`src/rtl/decode_stage_if.sv`:
```
// Fetch-side and execute-side handshake bundle for decode_stage.
// DECODE_ILLEGAL_EN adds the out_illegal flag.
interface decode_stage_if #(
    parameter int unsigned INSN_W = 32,
    parameter int unsigned REG_AW = 4,
    parameter int unsigned CNT_W  = 16
);
    logic              in_valid;
    logic [INSN_W-1:0] in_insn;
    logic              in_ready;
    logic              flush;
    logic              out_valid;
    logic              out_ready;
    logic [4:0]        out_alu_op;
    logic              out_isSt;
    logic              out_isLd;
    logic              out_isBeq;
    logic              out_isBgt;
    logic              out_isRet;
    logic              out_isImmediate;
    logic              out_isWb;
    logic              out_isUbranch;
    logic              out_isCall;
    logic              out_isMov;
    logic [REG_AW-1:0] out_rd;
    logic [REG_AW-1:0] out_rs1;
    logic [REG_AW-1:0] out_rs2;
    logic [INSN_W-1:0] out_insn;
    logic [CNT_W-1:0]  stall_cnt;
`ifdef DECODE_ILLEGAL_EN
    logic              out_illegal;
`endif

    modport master (
        output in_valid, in_insn, flush, out_ready,
        input  in_ready, out_valid, out_alu_op, out_isSt, out_isLd, out_isBeq,
               out_isBgt, out_isRet, out_isImmediate, out_isWb, out_isUbranch,
               out_isCall, out_isMov, out_rd, out_rs1, out_rs2, out_insn, stall_cnt
`ifdef DECODE_ILLEGAL_EN
        , input out_illegal
`endif
    );

    modport slave (
        input  in_valid, in_insn, flush, out_ready,
        output in_ready, out_valid, out_alu_op, out_isSt, out_isLd, out_isBeq,
               out_isBgt, out_isRet, out_isImmediate, out_isWb, out_isUbranch,
               out_isCall, out_isMov, out_rd, out_rs1, out_rs2, out_insn, stall_cnt
`ifdef DECODE_ILLEGAL_EN
        , output out_illegal
`endif
    );
endinterface

```
`src/rtl/decode_stage.sv`:
```
// Registered instruction decode with load-use bubble, flush and saturating stall counter.
// DECODE_ILLEGAL_EN: flag opcodes 10101-11111 on out_illegal instead of decoding them as nop.
module decode_stage #(
    parameter int unsigned INSN_W = 32,
    parameter int unsigned REG_AW = 4,
    parameter int unsigned CNT_W  = 16
) (
    input  logic           clk,
    input  logic           rst,
    decode_stage_if.slave  bus
);
    localparam int unsigned OP_W   = 5;
    localparam int unsigned OP_HI  = INSN_W - 1;
    localparam int unsigned IMM_B  = INSN_W - 6;
    localparam int unsigned RD_HI  = INSN_W - 7;
    localparam int unsigned RS1_HI = RD_HI - REG_AW;
    localparam int unsigned RS2_HI = RS1_HI - REG_AW;

    localparam logic [OP_W-1:0] OP_ADD  = 5'b00000;
    localparam logic [OP_W-1:0] OP_SUB  = 5'b00001;
    localparam logic [OP_W-1:0] OP_MUL  = 5'b00010;
    localparam logic [OP_W-1:0] OP_DIV  = 5'b00011;
    localparam logic [OP_W-1:0] OP_MOD  = 5'b00100;
    localparam logic [OP_W-1:0] OP_AND  = 5'b00110;
    localparam logic [OP_W-1:0] OP_OR   = 5'b00111;
    localparam logic [OP_W-1:0] OP_NOT  = 5'b01000;
    localparam logic [OP_W-1:0] OP_MOV  = 5'b01001;
    localparam logic [OP_W-1:0] OP_LSL  = 5'b01010;
    localparam logic [OP_W-1:0] OP_LSR  = 5'b01011;
    localparam logic [OP_W-1:0] OP_ASR  = 5'b01100;
    localparam logic [OP_W-1:0] OP_LD   = 5'b01110;
    localparam logic [OP_W-1:0] OP_ST   = 5'b01111;
    localparam logic [OP_W-1:0] OP_BEQ  = 5'b10000;
    localparam logic [OP_W-1:0] OP_BGT  = 5'b10001;
    localparam logic [OP_W-1:0] OP_B    = 5'b10010;
    localparam logic [OP_W-1:0] OP_CALL = 5'b10011;
    localparam logic [OP_W-1:0] OP_RET  = 5'b10100;

    typedef struct packed {
        logic is_st;
        logic is_ld;
        logic is_beq;
        logic is_bgt;
        logic is_ret;
        logic is_imm;
        logic is_wb;
        logic is_ubranch;
        logic is_call;
        logic is_mov;
    } ctrl_t;

    logic [OP_W-1:0]   opcode_in;
    logic              imm_in;
    logic [REG_AW-1:0] rd_in, rs1_in, rs2_in, rd_q;
    ctrl_t             dec_ctrl;
    logic              dec_illegal;
    logic              hz, accept;

    logic              valid_q, valid_d;
    ctrl_t             ctrl_q, ctrl_d;
    logic [INSN_W-1:0] insn_q, insn_d;
    logic [CNT_W-1:0]  cnt_q, cnt_d;
    logic              illegal_q, illegal_d;

    assign opcode_in = bus.in_insn[OP_HI -: OP_W];
    assign imm_in    = bus.in_insn[IMM_B];
    assign rd_in     = bus.in_insn[RD_HI -: REG_AW];
    assign rs1_in    = bus.in_insn[RS1_HI -: REG_AW];
    assign rs2_in    = bus.in_insn[RS2_HI -: REG_AW];
    assign rd_q      = insn_q[RD_HI -: REG_AW];

    // Opcode to control-flag decode
    always_comb begin
        dec_ctrl        = '0;
        dec_illegal     = 1'b0;
        dec_ctrl.is_imm = imm_in;
        case (opcode_in)
            OP_ADD, OP_SUB, OP_MUL, OP_DIV, OP_MOD, OP_AND, OP_OR, OP_NOT,
            OP_LSL, OP_LSR, OP_ASR: dec_ctrl.is_wb = 1'b1;
            OP_MOV:  begin dec_ctrl.is_mov = 1'b1; dec_ctrl.is_wb = 1'b1; end
            OP_LD:   begin dec_ctrl.is_ld  = 1'b1; dec_ctrl.is_wb = 1'b1; end
            OP_ST:   dec_ctrl.is_st  = 1'b1;
            OP_BEQ:  dec_ctrl.is_beq = 1'b1;
            OP_BGT:  dec_ctrl.is_bgt = 1'b1;
            OP_B:    dec_ctrl.is_ubranch = 1'b1;
            OP_CALL: begin dec_ctrl.is_call = 1'b1; dec_ctrl.is_ubranch = 1'b1; end
            OP_RET:  begin dec_ctrl.is_ret  = 1'b1; dec_ctrl.is_ubranch = 1'b1; end
            default: ;
        endcase
`ifdef DECODE_ILLEGAL_EN
        if (opcode_in > OP_RET) begin
            dec_illegal    = 1'b1;
            dec_ctrl.is_wb = 1'b0;
        end
`endif
    end

    // A held load whose destination feeds the incoming instruction forces one bubble
    assign hz = valid_q & ctrl_q.is_ld & bus.in_valid &
                ((rs1_in == rd_q) | ((rs2_in == rd_q) & ~imm_in) |
                 ((opcode_in == OP_ST) & (rd_in == rd_q)));

    assign bus.in_ready = ~bus.flush & ~hz & (~valid_q | bus.out_ready);
    assign accept       = bus.in_valid & bus.in_ready;

    // Pipeline register next state; flush wins over consume and accept
    always_comb begin
        valid_d   = valid_q;
        ctrl_d    = ctrl_q;
        insn_d    = insn_q;
        illegal_d = illegal_q;
        cnt_d     = cnt_q;
        if (bus.flush) begin
            valid_d = 1'b0;
        end else begin
            if (accept) begin
                valid_d   = 1'b1;
                ctrl_d    = dec_ctrl;
                insn_d    = bus.in_insn;
                illegal_d = dec_illegal;
            end else if (bus.out_ready) begin
                valid_d = 1'b0;
            end
            if (hz && bus.out_ready && (cnt_q != '1)) begin
                cnt_d = cnt_q + CNT_W'(1);
            end
        end
    end

    always_ff @(posedge clk or posedge rst) begin
        if (rst) begin
            valid_q   <= 1'b0;
            ctrl_q    <= '0;
            insn_q    <= '0;
            illegal_q <= 1'b0;
            cnt_q     <= '0;
        end else begin
            valid_q   <= valid_d;
            ctrl_q    <= ctrl_d;
            insn_q    <= insn_d;
            illegal_q <= illegal_d;
            cnt_q     <= cnt_d;
        end
    end

    assign bus.out_valid       = valid_q;
    assign bus.out_alu_op      = insn_q[OP_HI -: OP_W];
    assign bus.out_isSt        = ctrl_q.is_st;
    assign bus.out_isLd        = ctrl_q.is_ld;
    assign bus.out_isBeq       = ctrl_q.is_beq;
    assign bus.out_isBgt       = ctrl_q.is_bgt;
    assign bus.out_isRet       = ctrl_q.is_ret;
    assign bus.out_isImmediate = ctrl_q.is_imm;
    assign bus.out_isWb        = ctrl_q.is_wb;
    assign bus.out_isUbranch   = ctrl_q.is_ubranch;
    assign bus.out_isCall      = ctrl_q.is_call;
    assign bus.out_isMov       = ctrl_q.is_mov;
    assign bus.out_rd          = rd_q;
    assign bus.out_rs1         = insn_q[RS1_HI -: REG_AW];
    assign bus.out_rs2         = insn_q[RS2_HI -: REG_AW];
    assign bus.out_insn        = insn_q;
    assign bus.stall_cnt       = cnt_q;
`ifdef DECODE_ILLEGAL_EN
    assign bus.out_illegal     = illegal_q;
`else
    logic unused_illegal;
    assign unused_illegal = illegal_q;
`endif
endmodule

```
`src/flat_wrapper.sv`:
```
// flat-port wrapper written by rule: the top's interface ports become plain ports
module decode_stage_flat 
#(
    parameter int unsigned INSN_W = 32,
    parameter int unsigned REG_AW = 4,
    parameter int unsigned CNT_W  = 16
)
  (clk, rst, bus_in_valid, bus_in_insn, bus_flush, bus_out_ready, bus_in_ready, bus_out_valid, bus_out_alu_op, bus_out_isSt, bus_out_isLd, bus_out_isBeq, bus_out_isBgt, bus_out_isRet, bus_out_isImmediate, bus_out_isWb, bus_out_isUbranch, bus_out_isCall, bus_out_isMov, bus_out_rd, bus_out_rs1, bus_out_rs2, bus_out_insn, bus_stall_cnt);
  decode_stage_if #(.INSN_W(INSN_W), .REG_AW(REG_AW), .CNT_W(CNT_W)) bus_i ();
  input  logic clk;
  input  logic rst;
  input wire logic [$bits(bus_i.in_valid)-1:0] bus_in_valid;
  input wire logic [$bits(bus_i.in_insn)-1:0] bus_in_insn;
  input wire logic [$bits(bus_i.flush)-1:0] bus_flush;
  input wire logic [$bits(bus_i.out_ready)-1:0] bus_out_ready;
  output wire logic [$bits(bus_i.in_ready)-1:0] bus_in_ready;
  output wire logic [$bits(bus_i.out_valid)-1:0] bus_out_valid;
  output wire logic [$bits(bus_i.out_alu_op)-1:0] bus_out_alu_op;
  output wire logic [$bits(bus_i.out_isSt)-1:0] bus_out_isSt;
  output wire logic [$bits(bus_i.out_isLd)-1:0] bus_out_isLd;
  output wire logic [$bits(bus_i.out_isBeq)-1:0] bus_out_isBeq;
  output wire logic [$bits(bus_i.out_isBgt)-1:0] bus_out_isBgt;
  output wire logic [$bits(bus_i.out_isRet)-1:0] bus_out_isRet;
  output wire logic [$bits(bus_i.out_isImmediate)-1:0] bus_out_isImmediate;
  output wire logic [$bits(bus_i.out_isWb)-1:0] bus_out_isWb;
  output wire logic [$bits(bus_i.out_isUbranch)-1:0] bus_out_isUbranch;
  output wire logic [$bits(bus_i.out_isCall)-1:0] bus_out_isCall;
  output wire logic [$bits(bus_i.out_isMov)-1:0] bus_out_isMov;
  output wire logic [$bits(bus_i.out_rd)-1:0] bus_out_rd;
  output wire logic [$bits(bus_i.out_rs1)-1:0] bus_out_rs1;
  output wire logic [$bits(bus_i.out_rs2)-1:0] bus_out_rs2;
  output wire logic [$bits(bus_i.out_insn)-1:0] bus_out_insn;
  output wire logic [$bits(bus_i.stall_cnt)-1:0] bus_stall_cnt;
  assign bus_i.in_valid = bus_in_valid;
  assign bus_i.in_insn = bus_in_insn;
  assign bus_i.flush = bus_flush;
  assign bus_i.out_ready = bus_out_ready;
  assign bus_in_ready = bus_i.in_ready;
  assign bus_out_valid = bus_i.out_valid;
  assign bus_out_alu_op = bus_i.out_alu_op;
  assign bus_out_isSt = bus_i.out_isSt;
  assign bus_out_isLd = bus_i.out_isLd;
  assign bus_out_isBeq = bus_i.out_isBeq;
  assign bus_out_isBgt = bus_i.out_isBgt;
  assign bus_out_isRet = bus_i.out_isRet;
  assign bus_out_isImmediate = bus_i.out_isImmediate;
  assign bus_out_isWb = bus_i.out_isWb;
  assign bus_out_isUbranch = bus_i.out_isUbranch;
  assign bus_out_isCall = bus_i.out_isCall;
  assign bus_out_isMov = bus_i.out_isMov;
  assign bus_out_rd = bus_i.out_rd;
  assign bus_out_rs1 = bus_i.out_rs1;
  assign bus_out_rs2 = bus_i.out_rs2;
  assign bus_out_insn = bus_i.out_insn;
  assign bus_stall_cnt = bus_i.stall_cnt;
  decode_stage #(.INSN_W(INSN_W), .REG_AW(REG_AW), .CNT_W(CNT_W)) u_core (.clk(clk), .rst(rst), .bus(bus_i));
endmodule
```
`config.mk`:
```
export PLATFORM = sky130hd
export DESIGN_NAME = decode_stage_flat
export DESIGN_NICKNAME = d
export VERILOG_FILES = /design/src/rtl/decode_stage_if.sv /design/src/rtl/decode_stage.sv /design/src/flat_wrapper.sv
export SDC_FILE = /design/constraint.sdc
export NUM_CORES = 1
export LEC_CHECK = 0
export CAP_MARGIN = 20
export CORE_MARGIN = 5
export CORE_UTILIZATION = 47
export DETAILED_ROUTE_END_ITERATION = 7
export PLACE_DENSITY = 0.95
export SLEW_MARGIN = 20
export SYNTH_ARGS = -nofsm -noshare
export SYNTH_HDL_FRONTEND = slang
export SYNTH_SLANG_ARGS = --single-unit
```
`constraint.sdc`:
```
create_clock -name clk -period 4.9 [get_ports clk]
set_input_delay 0.735 -clock clk [delete_from_list [all_inputs] [get_ports clk]]
set_output_delay 0.735 -clock clk [all_outputs]
set_load 0.01 [all_outputs]
```
==> impl_metrics.yaml <==
run_status:
  status: "complete, no violations"
die:
  die-width_um: 89.1
  core_um2: 5990
  dieHeight_um: 89.1
  dieArea_um2: 7940
  num_rows: 28
  start_util: 0.491
  ioPinCount: 114
yosys:
  synth_mux_area_frac: 0.148
  syn_nets: 273
  yosysWarnings: 0
  synth_edf_count: 0
  synth.distinct_cells: 45
  synthesis.instances: 235
  netlist_area_um2: 2940
  yosys.area_share.xor_xnor: 0.0744
  synthSimpleGateAreaFrac: 0.103
  synth_seq_area_share: 0.493
  synth_ff_type: "dfrtp_1"
  synth-adder-area-share: 0.00425
  synth_compound_area_frac: 0.0940
  synth_top_family_by_area: "multiplexers"
  ys_ff_latch: 58
  ys_async_sr_fraction: 1.00
  syn_avg_cell_area_um2: 12.5
critical_path:
  r2r-end: "u_core.bus.out_insn[15]$_DFFE_PP0P_"
  rrSetupSlack_ns: 2.23
  path_class: "primary input to primary output"
  r2r_cells: 6
  endpoint_kind: "primary output"
  crit_required_ns: 4.16
  worstPathArrival_ns: 3.14
  critPathMaxFanout: 18
  start_kind: "primary input"
  reg2reg_from: "u_core.bus.out_insn[25]$_DFFE_PP0P_"
clocking:
  clock-sinks: 58
  ctsResizeCount: 0
  clock_latency_ns: 0.32
  hold_buffers: 0
  cts_setup_buffers: 0
  cts_buffers: 9
  htreeDepth: 3
  clk_path_buf_depth: 2
  clockRootBuffer: "clkbuf_8"
  cts_tree: "built"
  path_clk_slew_ns: 0.06
routing:
  drt_wl_total_um: 6910
  dr.pass1.iters: 6
  wl_per_cell_um: 16.9
  ant_nets: 0
  vias: 2201
  first_iter_violations: 51
  drc_errors: 0
  via_per_inst: 5.37
finish:
  fillers: 447
  syn2layout_area_growth_pct: 40.0
  n_antenna_cell: 0
  layout-drive-gt1-share: 0.197
  final_cell_area_um2: 4120
  final_nets: 371
timing:
  maxSlewViolCount: 0
  hold_violations: 0
  tns_ns: 0
  maxSlewHeadroom: 0.477
  grt_setup_unrepaired: "no"
  finalSetupViolations: 0
  clock_skew_ns: 0.00482
  max_clock_freq_mhz: 258
  finalCritPeriodShare: 0.792
  period_needed_ns: 3.88
  tightestPinTransition_ns: 0.783
global_routing:
  antenna_found_initial: 0
  track_usage: 0.185
  grt_first_pass_wirelength_um: 11200
  grt_start_max_net_pins: 59
  grt_pass1_vias: 2282
  overflow: 0
placed_design:
  port_buffers: 113
  hpwl_um: 5130
  gp_congestion: 0.793
  dpl_cell_area_um2: 3960
run:
  max_cap_viol_count: 0
hold_path:
  min_to: "u_core.bus.out_insn[7]$_DFFE_PP0P_"
  hold_path.class: "flop to flop"
  worstHoldPathCells: 1
  hold_path_startpoint: "u_core.bus.out_insn[7]$_DFFE_PP0P_"
pwr:
  p_per_area_nw_per_um2: 330
  irDropWorstVdd_mv: 0.204
  power_leakage_nw: 1.68
## worst max-delay path, cell delays in order
cell             delay [ns]
clkdlybuf4s50_1        0.70
nand4_4                0.19
o21ai_4                0.44
o21ai_1                0.32
and3_1                 0.28
clkdlybuf4s50_1        0.47
## cell type report
type	instances	area [um2]	share of cell area
clock buffers	13	159	0.0386
inverters	4	15.0	0.00365
multi-input cells	144	1240	0.302
flip-flops and latches	58	1450	0.352
well taps	75	93.8	0.0228
repair buffers	116	1150	0.280
## cells in the final DEF, fill, tap and decap left out, drive strengths merged
master and instances:
nor4 2, o211ai 2, and2b 1, nor2 8
a21o 1, dfrtp 58, buf 3, clkdlybuf4s50 113
a211oi 1, ha 1, inv 4, a22o 5
mux2 37, o21ai 4, o21a 2, xor2 4
nand4b 1, or2b 1, a31o 1, mux2i 1
and4 2, nand2b 3, o2111ai 12, a21oi 2
nand3 4, xnor2 21, nand2 5, a31oi 1
o31ai 1, nor3b 1, and2 1, clkbuf 13
nor3 4, and3 9, nand4 6
## logic make-up (layout without fill, tap and decap cells)
family / after synthesis / count (layout)
adders and majority gates: 1 / 1
muxes: 38 / 38
AOI/OAI and AO/OA: 32 / 32
and+or+nand+nor: 48 / 48
xor gates and xnor gates: 25 / 25
DFF: 58 / 58
buffers and inverters: 33 / 133
## per-layer routing
| layer | wire length [um] | vias to the layer above | track usage | part of all wire |
|---|---|---|---|---|
| met3 | 580 | 12 | 0.0535 | 0.084 |
| met5 | 0 | - | 0 | 0 |
| met4 | 130 | 0 | 0.0758 | 0.019 |
| li1 | - | 1023 | - | - |
| met1 | 2710 | 1084 | 0.210 | 0.39 |
| met2 | 3490 | 82 | 0.324 | 0.50 |
## Yosys cell counts (3+ instances only)
library cell | instances | area share
dfrtp_1 | 58 | 0.49
mux2_2 | 34 | 0.13
buf_4 | 23 | 0.059
xnor2_1 | 21 | 0.063
o2111ai_1 | 12 | 0.036
and3_1 | 8 | 0.017
nor2_1 | 8 | 0.010
a22o_2 | 5 | 0.017
nand2_1 | 5 | 0.0064
nand4_1 | 5 | 0.011
inv_1 | 4 | 0.0051
nor3_1 | 4 | 0.0068
xor2_1 | 4 | 0.012
buf_6 | 3 | 0.011
nand2b_1 | 3 | 0.0064
nand3_1 | 3 | 0.0051
## how the worst max path moves through the flow
stage	start	to	cells after the start
3_3_place_gp	bus_in_insn[28]	bus_in_ready	6
2_1_floorplan	bus_in_insn[16]	bus_in_ready	6
4_1_cts	bus_in_insn[31]	bus_in_ready	7
3_5_place_dp	bus_in_insn[28]	bus_in_ready	6
6_report	bus_in_insn[28]	bus_in_ready	6
5_1_grt	bus_in_insn[28]	bus_in_ready	6
## where the power goes
group / switching, mW / internal (mW)
combinational: 0.155 / 0.246
clock: 0.171 / 0.203
sequential: 0.0462 / 0.537
## state kept, by name (all words and copies together) (netlist names)
| register | count |
|---|---|
| u_core.bus.out_insn | 32 |
| u_core.bus.out_isBeq | 1 |
| u_core.bus.out_isBgt | 1 |
| u_core.bus.out_isCall | 1 |
| u_core.bus.out_isLd | 1 |
| u_core.bus.out_isMov | 1 |
| u_core.bus.out_isRet | 1 |
| u_core.bus.out_isSt | 1 |
| u_core.bus.out_isUbranch | 1 |
| u_core.bus.out_isWb | 1 |
| u_core.bus.out_valid | 1 |
| u_core.bus.stall_cnt | 16 |
## per-stage QoR
step / total power [mW] / setup slack, ns / util / cells / hold slack, ns
floorplan: 0.805 / 2.41 / - / 235 / 0.527
global placement: 0.984 / 1.11 / 0.661 / 397 / 0.486
detailed placement: 0.998 / 1.06 / 0.661 / 397 / 0.494
CTS: 1.37 / 1.03 / 0.687 / 410 / 0.506
global route: 1.43 / 0.865 / 0.687 / 410 / 0.519
finish: 1.36 / 1.02 / 0.687 / 410 / 0.502
No activity file was read; power rests on OpenSTA's default activity.
